`src/rtl/brnch_pkg.sv`:
```
// ---------------------------------------------------------------------------
// brnch_pkg: shared types for the fetch redirect unit | rev 1.0
// ---------------------------------------------------------------------------
`default_nettype none

package brnch_pkg;

  localparam logic [5:0] OPC_BEQ = 6'b000100;

  typedef enum logic [1:0] {
    RUN      = 2'd0,
    STALL    = 2'd1,
    REDIRECT = 2'd2
  } redir_state_t;

  typedef struct packed {
    logic        valid;
    logic        pred;
    logic [31:0] recov_pc;
  } id_br_rec_t;

endpackage

`default_nettype wire

```
`src/rtl/brnch_fetch_redirect_unit_target_calc.sv`:
```
// ---------------------------------------------------------------------------
// brnch_target_calc: beq target and fall-through address from the IF pc | rev 1.0
// ---------------------------------------------------------------------------
`default_nettype none

module brnch_target_calc (
  input  logic [31:0] pc,
  input  logic [15:0] imm,
  output logic [31:0] target,
  output logic [31:0] fall_thru
);

  assign fall_thru = pc + 32'd4;
  assign target    = fall_thru + {{14{imm[15]}}, imm, 2'b00};

endmodule

`default_nettype wire

```
`src/rtl/brnch_fetch_redirect_unit.sv`:
```
// ---------------------------------------------------------------------------
// brnch_fetch_redirect_unit: IF pc steering, ID branch record, mispredict recovery.
// Optional perf counters under BRNCH_REDIRECT_PERF_EN | rev 1.0
// ---------------------------------------------------------------------------
`default_nettype none

module brnch_fetch_redirect_unit
  import brnch_pkg::*;
#(
  parameter logic [31:0] RESET_PC = 32'h0000_0000
) (
  input  logic        clk,
  input  logic        rst,
  input  logic [31:0] if_instr,
  input  logic        br_prediction,
  input  logic        branch_hazard_stall,
  input  logic        load_use_stall,
  input  logic        flush,
  output logic [31:0] if_pc,
  output logic        pc_write_en,
  output logic        IFID_flush,
  output logic        redirect_err,
  output logic [31:0] branch_cnt,
  output logic [31:0] mispred_cnt
);

  redir_state_t r_state;
  id_br_rec_t   r_rec;
  logic [31:0]  r_pc;
  logic [31:0]  w_target;
  logic [31:0]  w_fall_thru;
  logic         w_is_br;
  logic         w_stall;
  logic         w_vflush;
  logic         w_pred_taken;
  logic         unused_bits;

  assign w_is_br      = (if_instr[31:26] == OPC_BEQ);
  assign w_stall      = branch_hazard_stall | load_use_stall;
  // ID holds a bubble while in REDIRECT, so a flush there has nothing to recover
  assign w_vflush     = flush & r_rec.valid & (r_state != REDIRECT);
  assign w_pred_taken = w_is_br & br_prediction;
  assign unused_bits  = &{1'b0, if_instr[25:16], r_rec.pred};

  brnch_target_calc u_target_calc (
    .pc        (r_pc),
    .imm       (if_instr[15:0]),
    .target    (w_target),
    .fall_thru (w_fall_thru)
  );

  always_ff @(posedge clk) begin
    if (rst) begin
      r_pc    <= RESET_PC;
      r_state <= RUN;
      r_rec   <= '0;
    end else begin
      if (w_vflush) begin
        r_pc        <= r_rec.recov_pc;
        r_rec.valid <= 1'b0;
      end else if (!w_stall) begin
        r_pc           <= w_pred_taken ? w_target : w_fall_thru;
        r_rec.valid    <= w_is_br;
        r_rec.pred     <= w_pred_taken;
        r_rec.recov_pc <= w_pred_taken ? w_fall_thru : w_target;
      end

      case (r_state)
        RUN, STALL: begin
          if (w_vflush)      r_state <= REDIRECT;
          else if (w_stall)  r_state <= STALL;
          else               r_state <= RUN;
        end
        REDIRECT: r_state <= RUN;
        default:  r_state <= RUN;
      endcase
    end
  end

  assign if_pc        = r_pc;
  assign pc_write_en  = rst | w_vflush | ~w_stall;
  assign IFID_flush   = ~rst & w_vflush;
  assign redirect_err = ~rst & flush & ~r_rec.valid;

`ifdef BRNCH_REDIRECT_PERF_EN
  logic [31:0] r_branch_cnt;
  logic [31:0] r_mispred_cnt;

  always_ff @(posedge clk) begin
    if (rst) begin
      r_branch_cnt  <= '0;
      r_mispred_cnt <= '0;
    end else begin
      if (w_is_br && !w_vflush && !w_stall && (r_branch_cnt != '1))
        r_branch_cnt <= r_branch_cnt + 32'd1;
      if (w_vflush && (r_mispred_cnt != '1))
        r_mispred_cnt <= r_mispred_cnt + 32'd1;
    end
  end

  assign branch_cnt  = r_branch_cnt;
  assign mispred_cnt = r_mispred_cnt;
`else
  assign branch_cnt  = '0;
  assign mispred_cnt = '0;
`endif

endmodule

`default_nettype wire

```
`config.mk`:
```
export PLATFORM = sky130hd
export DESIGN_NAME = brnch_fetch_redirect_unit
export DESIGN_NICKNAME = d
export VERILOG_FILES = /design/src/rtl/brnch_pkg.sv /design/src/rtl/brnch_fetch_redirect_unit_target_calc.sv /design/src/rtl/brnch_fetch_redirect_unit.sv
export SDC_FILE = /design/constraint.sdc
export NUM_CORES = 1
export LEC_CHECK = 0
export CAP_MARGIN = 20
export CORE_ASPECT_RATIO = 1.1
export CORE_MARGIN = 1
export CORE_UTILIZATION = 31
export CTS_BUF_LIST = sky130_fd_sc_hd__clkbuf_4
export DETAILED_ROUTE_END_ITERATION = 7
export DONT_BUFFER_PORTS = 1
export GPL_TIMING_DRIVEN = 0
export PLACE_DENSITY = 0.48
export SYNTH_ARGS = -nofsm -noshare
export SYNTH_HDL_FRONTEND = slang
export SYNTH_SLANG_ARGS = --single-unit
```
`constraint.sdc`:
```
create_clock -name clk -period 3.7 [get_ports clk]
set_clock_uncertainty 0.1 [all_clocks]
set_input_delay 0.74 -clock clk [delete_from_list [all_inputs] [get_ports clk]]
set_output_delay 0.74 -clock clk [all_outputs]
set_load 0.02 [all_outputs]
```
==> reports/results.txt, run 1 <==
outcome -> complete, but fails checks
violated checks -> setup timing
DRT iter0 DRCs -> 511
via/cell ratio -> 5.38
Die H -> 148 um
min Tclk post-route -> 3.75 ns
Setup CP Type -> reg -> reg
post-synth top area share -> 0.224
Pre-Repair DR Iteration Count -> 6
die width -> 135 um
Clk pin slew, worst setup/hold paths -> 0.14 ns
setup TNS -> -0.0868 ns
Final Max Slew Viols -> 0
top_reg_cell synth -> dfxtp_1
register share of total power -> 0.433
hold buffers post-CTS -> 0
RSZ-0062 raised after global routing -> yes
Worst setup SP type -> flip-flop
fin nets -> 969
P_sw -> 672 uW
number of port buffers -> 0
vias in the first global route -> 5650
Cells after Synth -> 795
setup violators final -> 2
Yosys cell types -> 76
Least-Margin Pin Slew -> 1.19 ns
worst skew pair latency -> 0.47 ns
Worst Path Buf+Inv -> 2
antenna viol nets, final -> 0
first-pass GRT wire length -> 33.6 mm
top cells by area, synth -> dfxtp_1 22%, buf_4 8.5%, ha_1 7.7%
Root Driver -> clkbuf_4
Overall Global Routing Usage -> 0.226
CTS max path bufs -> 2
Mapped Area -> 6000 um^2
Worst IR Drop VDD -> 109 uV
# clock sinks -> 67
Area growth syn-to-layout -> 27.0%
DP HPWL -> 16.8 mm
syn avg cell area -> 7.54 um^2
Synth Register Bits -> 67
final hold vios -> 0
CP max FO -> 6
area of the multi-input gates -> 4810 um^2
most frequent cell after synthesis -> nand2_1
WL/cell -> 20.2 um
Slew Limit Headroom -> 0.201
Internal -> 1160 uW
top cell type by total area after synthesis -> dfxtp_1
crit end category -> flip-flop
Site Rows -> 52
H-tree levels -> 3
placed insts -> 1101
largest net degree at the start of global routing -> 21
pwr/cell area -> 241 nW/um^2
CTS tree -> done
fraction of the yosys area taken by sequential cells -> 0.224
fin crit share -> 1.01
Seq. cell area -> 1400 um^2
synth cell count leaders -> 93 x nand2_1, 86 x nor2_1, 68 x buf_4
Placement Setup Slack -> -0.809 ns
Hold Crit Class -> reg -> reg
critical-path cell list -> and4_1 -> buf_6 -> and3_4 -> and4_4 -> xor2_4 -> ha_4 -> nand3_4 -> nor2_4 -> o211ai_4 -> a2111oi_4 -> buf_4 -> o21ai_4 -> a311o_1 -> xor2_2 -> o32ai_2
share of synthesized registers carrying an async set or reset -> 0
initial antenna violation count -> 1
Logic pwr share -> 0.295
Critical Path AT -> 3.95 ns
die area -> 19900 um^2
Vias -> 6133
PnR Total Power -> 1830 uW
layout cells sized above 1 -> 0.280
Setup WS post-layout -> -0.0479 ns
initial core utilization -> 0.321
DRC -> 0
number of synthesized flops with an enable pin -> 0
GPL Wtd Cong -> 0.877
Core ar. -> 18700 um^2
Max Cap Viol -> 0
clock share of power -> 0.272
filler cell count -> 1949
IO Count -> 137
Sw Ratio -> 0.366
cell family with most CP delay -> compound AO/OA/AOI/OAI gates
Fmax -> 267 MHz
routed wire length -> 23.0 mm
WP data required -> 3.91 ns
yosys warns -> 0
TritonCTS Buffers -> 9
leakage power -> 0.00319 uW
Slowest cell on crit path -> dfxtp_4
max incr delay on CP -> 0.44 ns
Non-Filler Instances -> 1141
total gr overflow -> 0
-- tightest hold or removal path, cell delays in order (launching register included) --
cell     delay (ns)
dfxtp_1        0.33
nand2_1        0.05
a21oi_1        0.05
-- state kept, by name (all words and copies together) (netlist names) --
signal	flops
r_state	2
if_pc	32
r_rec	33
-- cell type report --
| cell class | count | area share |
|---|---|---|
| multi-input combinational | 668 | 0.632 |
| sequential | 67 | 0.184 |
| buffer | 102 | 0.0882 |
| tap | 243 | 0.0399 |
| timing repair buffer | 30 | 0.0319 |
| clock buffer | 9 | 0.00887 |
| clock inverter | 6 | 0.00756 |
| inverter | 15 | 0.00739 |
| antenna | 1 | 0.000329 |
-- layout by cell type (no fill, tap or decap), types with 7 or more instances in the layout --
master	count
a21o_1	15
xor2_1	8
a21oi_2	7
ha_4	13
dfxtp_4	12
a211oi_1	18
buf_4	92
nor2_1	79
clkbuf_4	10
nor3_1	17
o211ai_1	14
dfxtp_2	10
inv_1	14
nand4_1	10
dfxtp_1	45
ha_1	19
conb_1	64
nand3_1	25
o21ai_0	33
clkbuf_1	25
a311oi_1	7
a21oi_1	50
nand2_1	92
xnor2_2	20
xnor2_1	18
-- power by group through the flow --
| stage | registers, uW | clock network, uW | logic (uW) |
|---|---|---|---|
| final | 793 | 499 | 541 |
| after floorplan | 800 | 0 | 369 |
| after global routing | 797 | 528 | 585 |
| after global placement | 810 | 0 | 463 |
| after detailed placement | 810 | 0 | 462 |
| after CTS | 793 | 491 | 507 |
-- cell families (layout without fill, tap and decap cells) --
group,after synthesis,after routing,share of synthesized area
buffers and inverters,123,162,0.125
other,1,65,0.000625
adder cells (fa/ha/maj),38,38,0.0805
AO/OA/AOI/OAI,222,222,0.258
multiplexers,5,5,0.00835
XOR/XNOR,54,54,0.0801
AND/OR/NAND/NOR,285,285,0.224
flip-flops,67,67,0.224
-- metrics by stage --
step / hold slack [ns] / area (um^2) / util
finish: 0.364 / 7620 / 0.408
global route: 0.387 / 7620 / 0.408
CTS: 0.362 / 7250 / 0.389
detailed placement: 0.337 / 6540 / 0.350
global placement: 0.339 / 6540 / 0.350
floorplan: 0.325 / 6230 / -
-- path summary, 6_finish.rpt --
kind              from   endpoint  slack, ns  cells after the start
max           if_pc[6]  if_pc[29]      -0.05                     15
min          r_rec[13]  if_pc[13]       0.36                      2
max reg2reg   if_pc[6]  if_pc[29]      -0.05                     15
min reg2reg  r_rec[13]  if_pc[13]       0.36                      2
-- what timing repair did --
item / in CTS / in global routing
buffers inserted: 18 / 12
resized for setup: 104 / 52
pin swaps: 20 / 33
setup endpoints to repair: 39 / 27
-- metal layers --
metal  GRT usage  up-vias  wire length [um]
met2       0.390      269             11300
met5           0        -                 0
met3      0.0394       53              1860
met1       0.279     2885              9240
met4      0.0803        0               648
li1            -     2926                 -
Power figures use the tool's default switching activity.
==> run 2, diff against run 1 <==
--- a/config.mk
+++ b/config.mk
@@ -13,7 +13,8 @@
 export DETAILED_ROUTE_END_ITERATION = 7
 export DONT_BUFFER_PORTS = 1
 export GPL_TIMING_DRIVEN = 0
-export PLACE_DENSITY = 0.48
+export PLACE_DENSITY = 0.47
 export SYNTH_ARGS = -nofsm -noshare
 export SYNTH_HDL_FRONTEND = slang
+export SYNTH_HIERARCHICAL = 1
 export SYNTH_SLANG_ARGS = --single-unit
==> constraint.sdc (replaced) <==
create_clock -name clk -period 3.6 [get_ports clk]
set_clock_uncertainty 0.1 [all_clocks]
set_input_delay 0.72 -clock clk [delete_from_list [all_inputs] [get_ports clk]]
set_output_delay 0.72 -clock clk [all_outputs]
set_load 0.02 [all_outputs]
==> run 2 against run 1 <==
The run still ends with setup timing left. Wire length fell by 17%. Critical path type unchanged. Largest cell class unchanged. Combinational power fell by 27%. Worst setup slack improved by 0.015 ns. Sequential share of layout area fell by 0.48 points. Non-clock buffer count rose by 15. Area after synthesis rose by 0.73%.
==> reports/results.txt, run 2 <==
outcome -> complete, but fails checks
violated checks -> setup timing
Site Rows -> 53 (+1.9%)
most frequent cells in the layout -> 104 x buf_4, 88 x nor2_1, 64 x mux2i_1, 64 x conb_1, 54 x a21oi_1
synth cell count leaders -> 94 x nor2_1, 69 x buf_4, 67 x dfxtp_1
initial core utilization -> 0.316 (-0.00486)
fin nets -> 938 (-3.2%)
fin crit share -> 1.01 (-0.00375)
yosys warns -> 6 (+6)
CP max FO -> 7 (+1)
CTS max path bufs -> 2 (unchanged)
top cells by area, synth -> dfxtp_1 22%, mux2i_1 11%, buf_4 8.6%
RSZ-0062 raised after global routing -> yes
Pre-Repair DR Iteration Count -> 5 (-1)
via/cell ratio -> 5.11 (-5.0%)
P_sw -> 539 uW (-20%)
worst skew pair latency -> 0.43 ns (-0.04 ns)
Least-Margin Pin Slew -> 0.701 ns (-0.492 ns)
Max Cap Viol -> 0 (unchanged)
die area -> 20000 um^2 (+0.72%)
number of port buffers -> 0 (unchanged)
H-tree levels -> 3 (unchanged)
Overall Global Routing Usage -> 0.190 (-0.0355)
final hold vios -> 0 (unchanged)
Critical Path AT -> 3.88 ns (-0.07 ns)
Root Driver -> clkbuf_4
Clk pin slew, worst setup/hold paths -> 0.11 ns (-0.03 ns)
Slowest cell on crit path -> dfxtp_4
antenna cells -> 0 (-1)
commonest non-fill, non-tap cell in the layout -> buf_4
min Tclk post-route -> 3.63 ns (-0.115 ns)
total gr overflow -> 0 (unchanged)
max incr delay on CP -> 0.46 ns (+0.02 ns)
largest net degree at the start of global routing -> 16 (-24%)
most frequent CP cell -> nand3_4
most frequent cell after synthesis -> nor2_1
Final Max Slew Viols -> 0 (unchanged)
Fmax -> 275 MHz (+3.2%)
Synth Register Bits -> 67 (unchanged)
critical-path cell list -> and4_4 -> nand3_4 -> nor3_4 -> buf_6 -> nand3_4 -> xnor2_4 -> ha_4 -> a21oi_4 -> o21ai_4 -> a211o_1 -> nand3b_1 -> or3b_4 -> xor2_4 -> mux2i_1 -> a211oi_1
leakage power -> 0.00382 uW (+20%)
Die H -> 148 um (+0.36%)
routed wire length -> 19.2 mm (-17%)
number of synthesized flops with an enable pin -> 0 (unchanged)
DP HPWL -> 14.3 mm (-15%)
setup violators final -> 1 (-1)
first-pass GRT wire length -> 29.6 mm (-12%)
DRC -> 0 (unchanged)
initial antenna violation count -> 0 (-1)
Mapped Area -> 6040 um^2 (+0.73%)
Cells after Synth -> 759 (-4.5%)
fraction of the yosys area taken by sequential cells -> 0.222 (-0.00162)
Slew Limit Headroom -> 0.530 (+0.328)
crit end category -> flip-flop
Sw Ratio -> 0.334 (-0.0325)
Core ar. -> 19100 um^2 (+2.3%)
CTS tree -> done
antenna viol nets, final -> 0 (unchanged)
Setup WS post-layout -> -0.0331 ns (+0.0148 ns)
TritonCTS Buffers -> 9 (unchanged)
Final Util -> 0.412 (+0.00408)
syn avg cell area -> 7.96 um^2 (+5.5%)
clock share of power -> 0.272 (about the same)
Setup CP Type -> reg -> reg
top cell type by total area after synthesis -> dfxtp_1
filler cell count -> 2010 (+3.1%)
WP data required -> 3.84 ns (-0.07 ns)
hold buffers post-CTS -> 0 (unchanged)
register share of total power -> 0.483 (+0.050)
share of synthesized registers carrying an async set or reset -> 0 (unchanged)
die width -> 135 um (+0.36%)
WL/cell -> 17.2 um (-15%)
pwr/cell area -> 205 nW/um^2 (-15%)
# clock sinks -> 67 (unchanged)
IO Count -> 137 (unchanged)
Logic pwr share -> 0.245 (-0.050)
placed insts -> 1069 (-2.9%)
DRT iter0 DRCs -> 236 (-54%)
top_reg_cell synth -> dfxtp_1
number of flip-flops in the largest register -> 33 (unchanged)
PnR Total Power -> 1610 uW (-12%)
GPL Wtd Cong -> 0.806 (-8.2%)
Hold Slack -> 0.369 ns (+0.00440 ns)
Area growth syn-to-layout -> 30.2%
Vias -> 5708 (-6.9%)
Yosys cell types -> 55 (-28%)
layout cells sized above 1 -> 0.312 (+0.0325)
post-synth top area share -> 0.222 (-0.00162)
Worst setup SP type -> flip-flop
vias in the first global route -> 5362 (-5.1%)
Hold Crit Class -> reg -> reg
Internal -> 1080 uW (-7.4%)
Non-Filler Instances -> 1118 (-2.0%)
largest register by flop count -> r_rec
Worst IR Drop VDD -> 111 uV (+1.8%)
run 2: power groups by stage:
stage,clock network (uW),registers [uW],logic [uW]
after detailed placement,0,805,358
after floorplan,0,801,298
after CTS,453,779,376
after global routing,484,784,433
final,440,779,396
after global placement,0,806,357
run 2: stage by stage:
stage | setup WS (ns) | instance area [um^2] | setup TNS (ns)
2_1_floorplan | 0.0884 | 6280 | 0
3_3_place_gp | -0.978 | 6590 | -23.12
3_5_place_dp | -0.981 | 6590 | -23.25
4_1_cts | -0.0364 | 7330 | -0.0400
5_1_grt | -0.191 | 7870 | -1.43
6_report | -0.0331 | 7870 | -0.0331
run 2: worst max-delay path: cells and delay by family (launching register included):
kind / cells / cell delay (ns)
compound gates: 4 / 0.80
xor+xnor: 2 / 0.39
fa+ha+maj: 1 / 0.27
buf+inv: 1 / 0.17
flops: 1 / 0.46
mux: 1 / 0.11
simple gates: 6 / 1.26
run 2: area by class of cell:
class                      count  area (um^2)  area share
inverter                       9         33.8     0.00429
multi-input combinational    632         4940       0.628
tap                          247          309      0.0393
sequential                    67         1410       0.179
clock inverter                 4         17.5     0.00223
buffer                       109          774      0.0984
clock buffer                  12         90.1      0.0115
timing repair buffer          38          297      0.0377
run 2: path summary, 6_finish.rpt:
check | start | to | slack (ns) | depth (start not counted)
worst max-delay path | if_pc[12] | r_rec[31] | -0.03 | 15
worst min-delay path | r_state[1] | r_state[0] | 0.37 | 1
worst max register to register | if_pc[12] | r_rec[31] | -0.03 | 15
worst min register to register | r_state[1] | r_state[0] | 0.37 | 1
run 2: timing repair:
action,CTS,global route
setup buffers,20,19
setup endpoints to repair,40,31
endpoints found under the hold margin,0,0
resized for setup,122,68
pin swaps,21,50
run 2: metal layers:
| metal | wire, um | global-route usage |
|---|---|---|
| met1 | 8360 | 0.235 |
| met2 | 9020 | 0.313 |
| met3 | 1300 | 0.0542 |
| met4 | 526 | 0.0669 |
| met5 | 0 | 0 |
run 2: kinds of logic (layout without fill, tap and decap cells):
family,Yosys count,count (layout),share of synthesized area
AO/OA/AOI/OAI,194,194,0.213
XOR/XNOR,55,55,0.0810
adder cells (fa/ha/maj),34,34,0.0717
buffers and inverters,123,172,0.136
flip-flops,67,67,0.222
multiplexers,64,64,0.106
other,1,64,0.000621
AND/OR/NAND/NOR,221,221,0.170
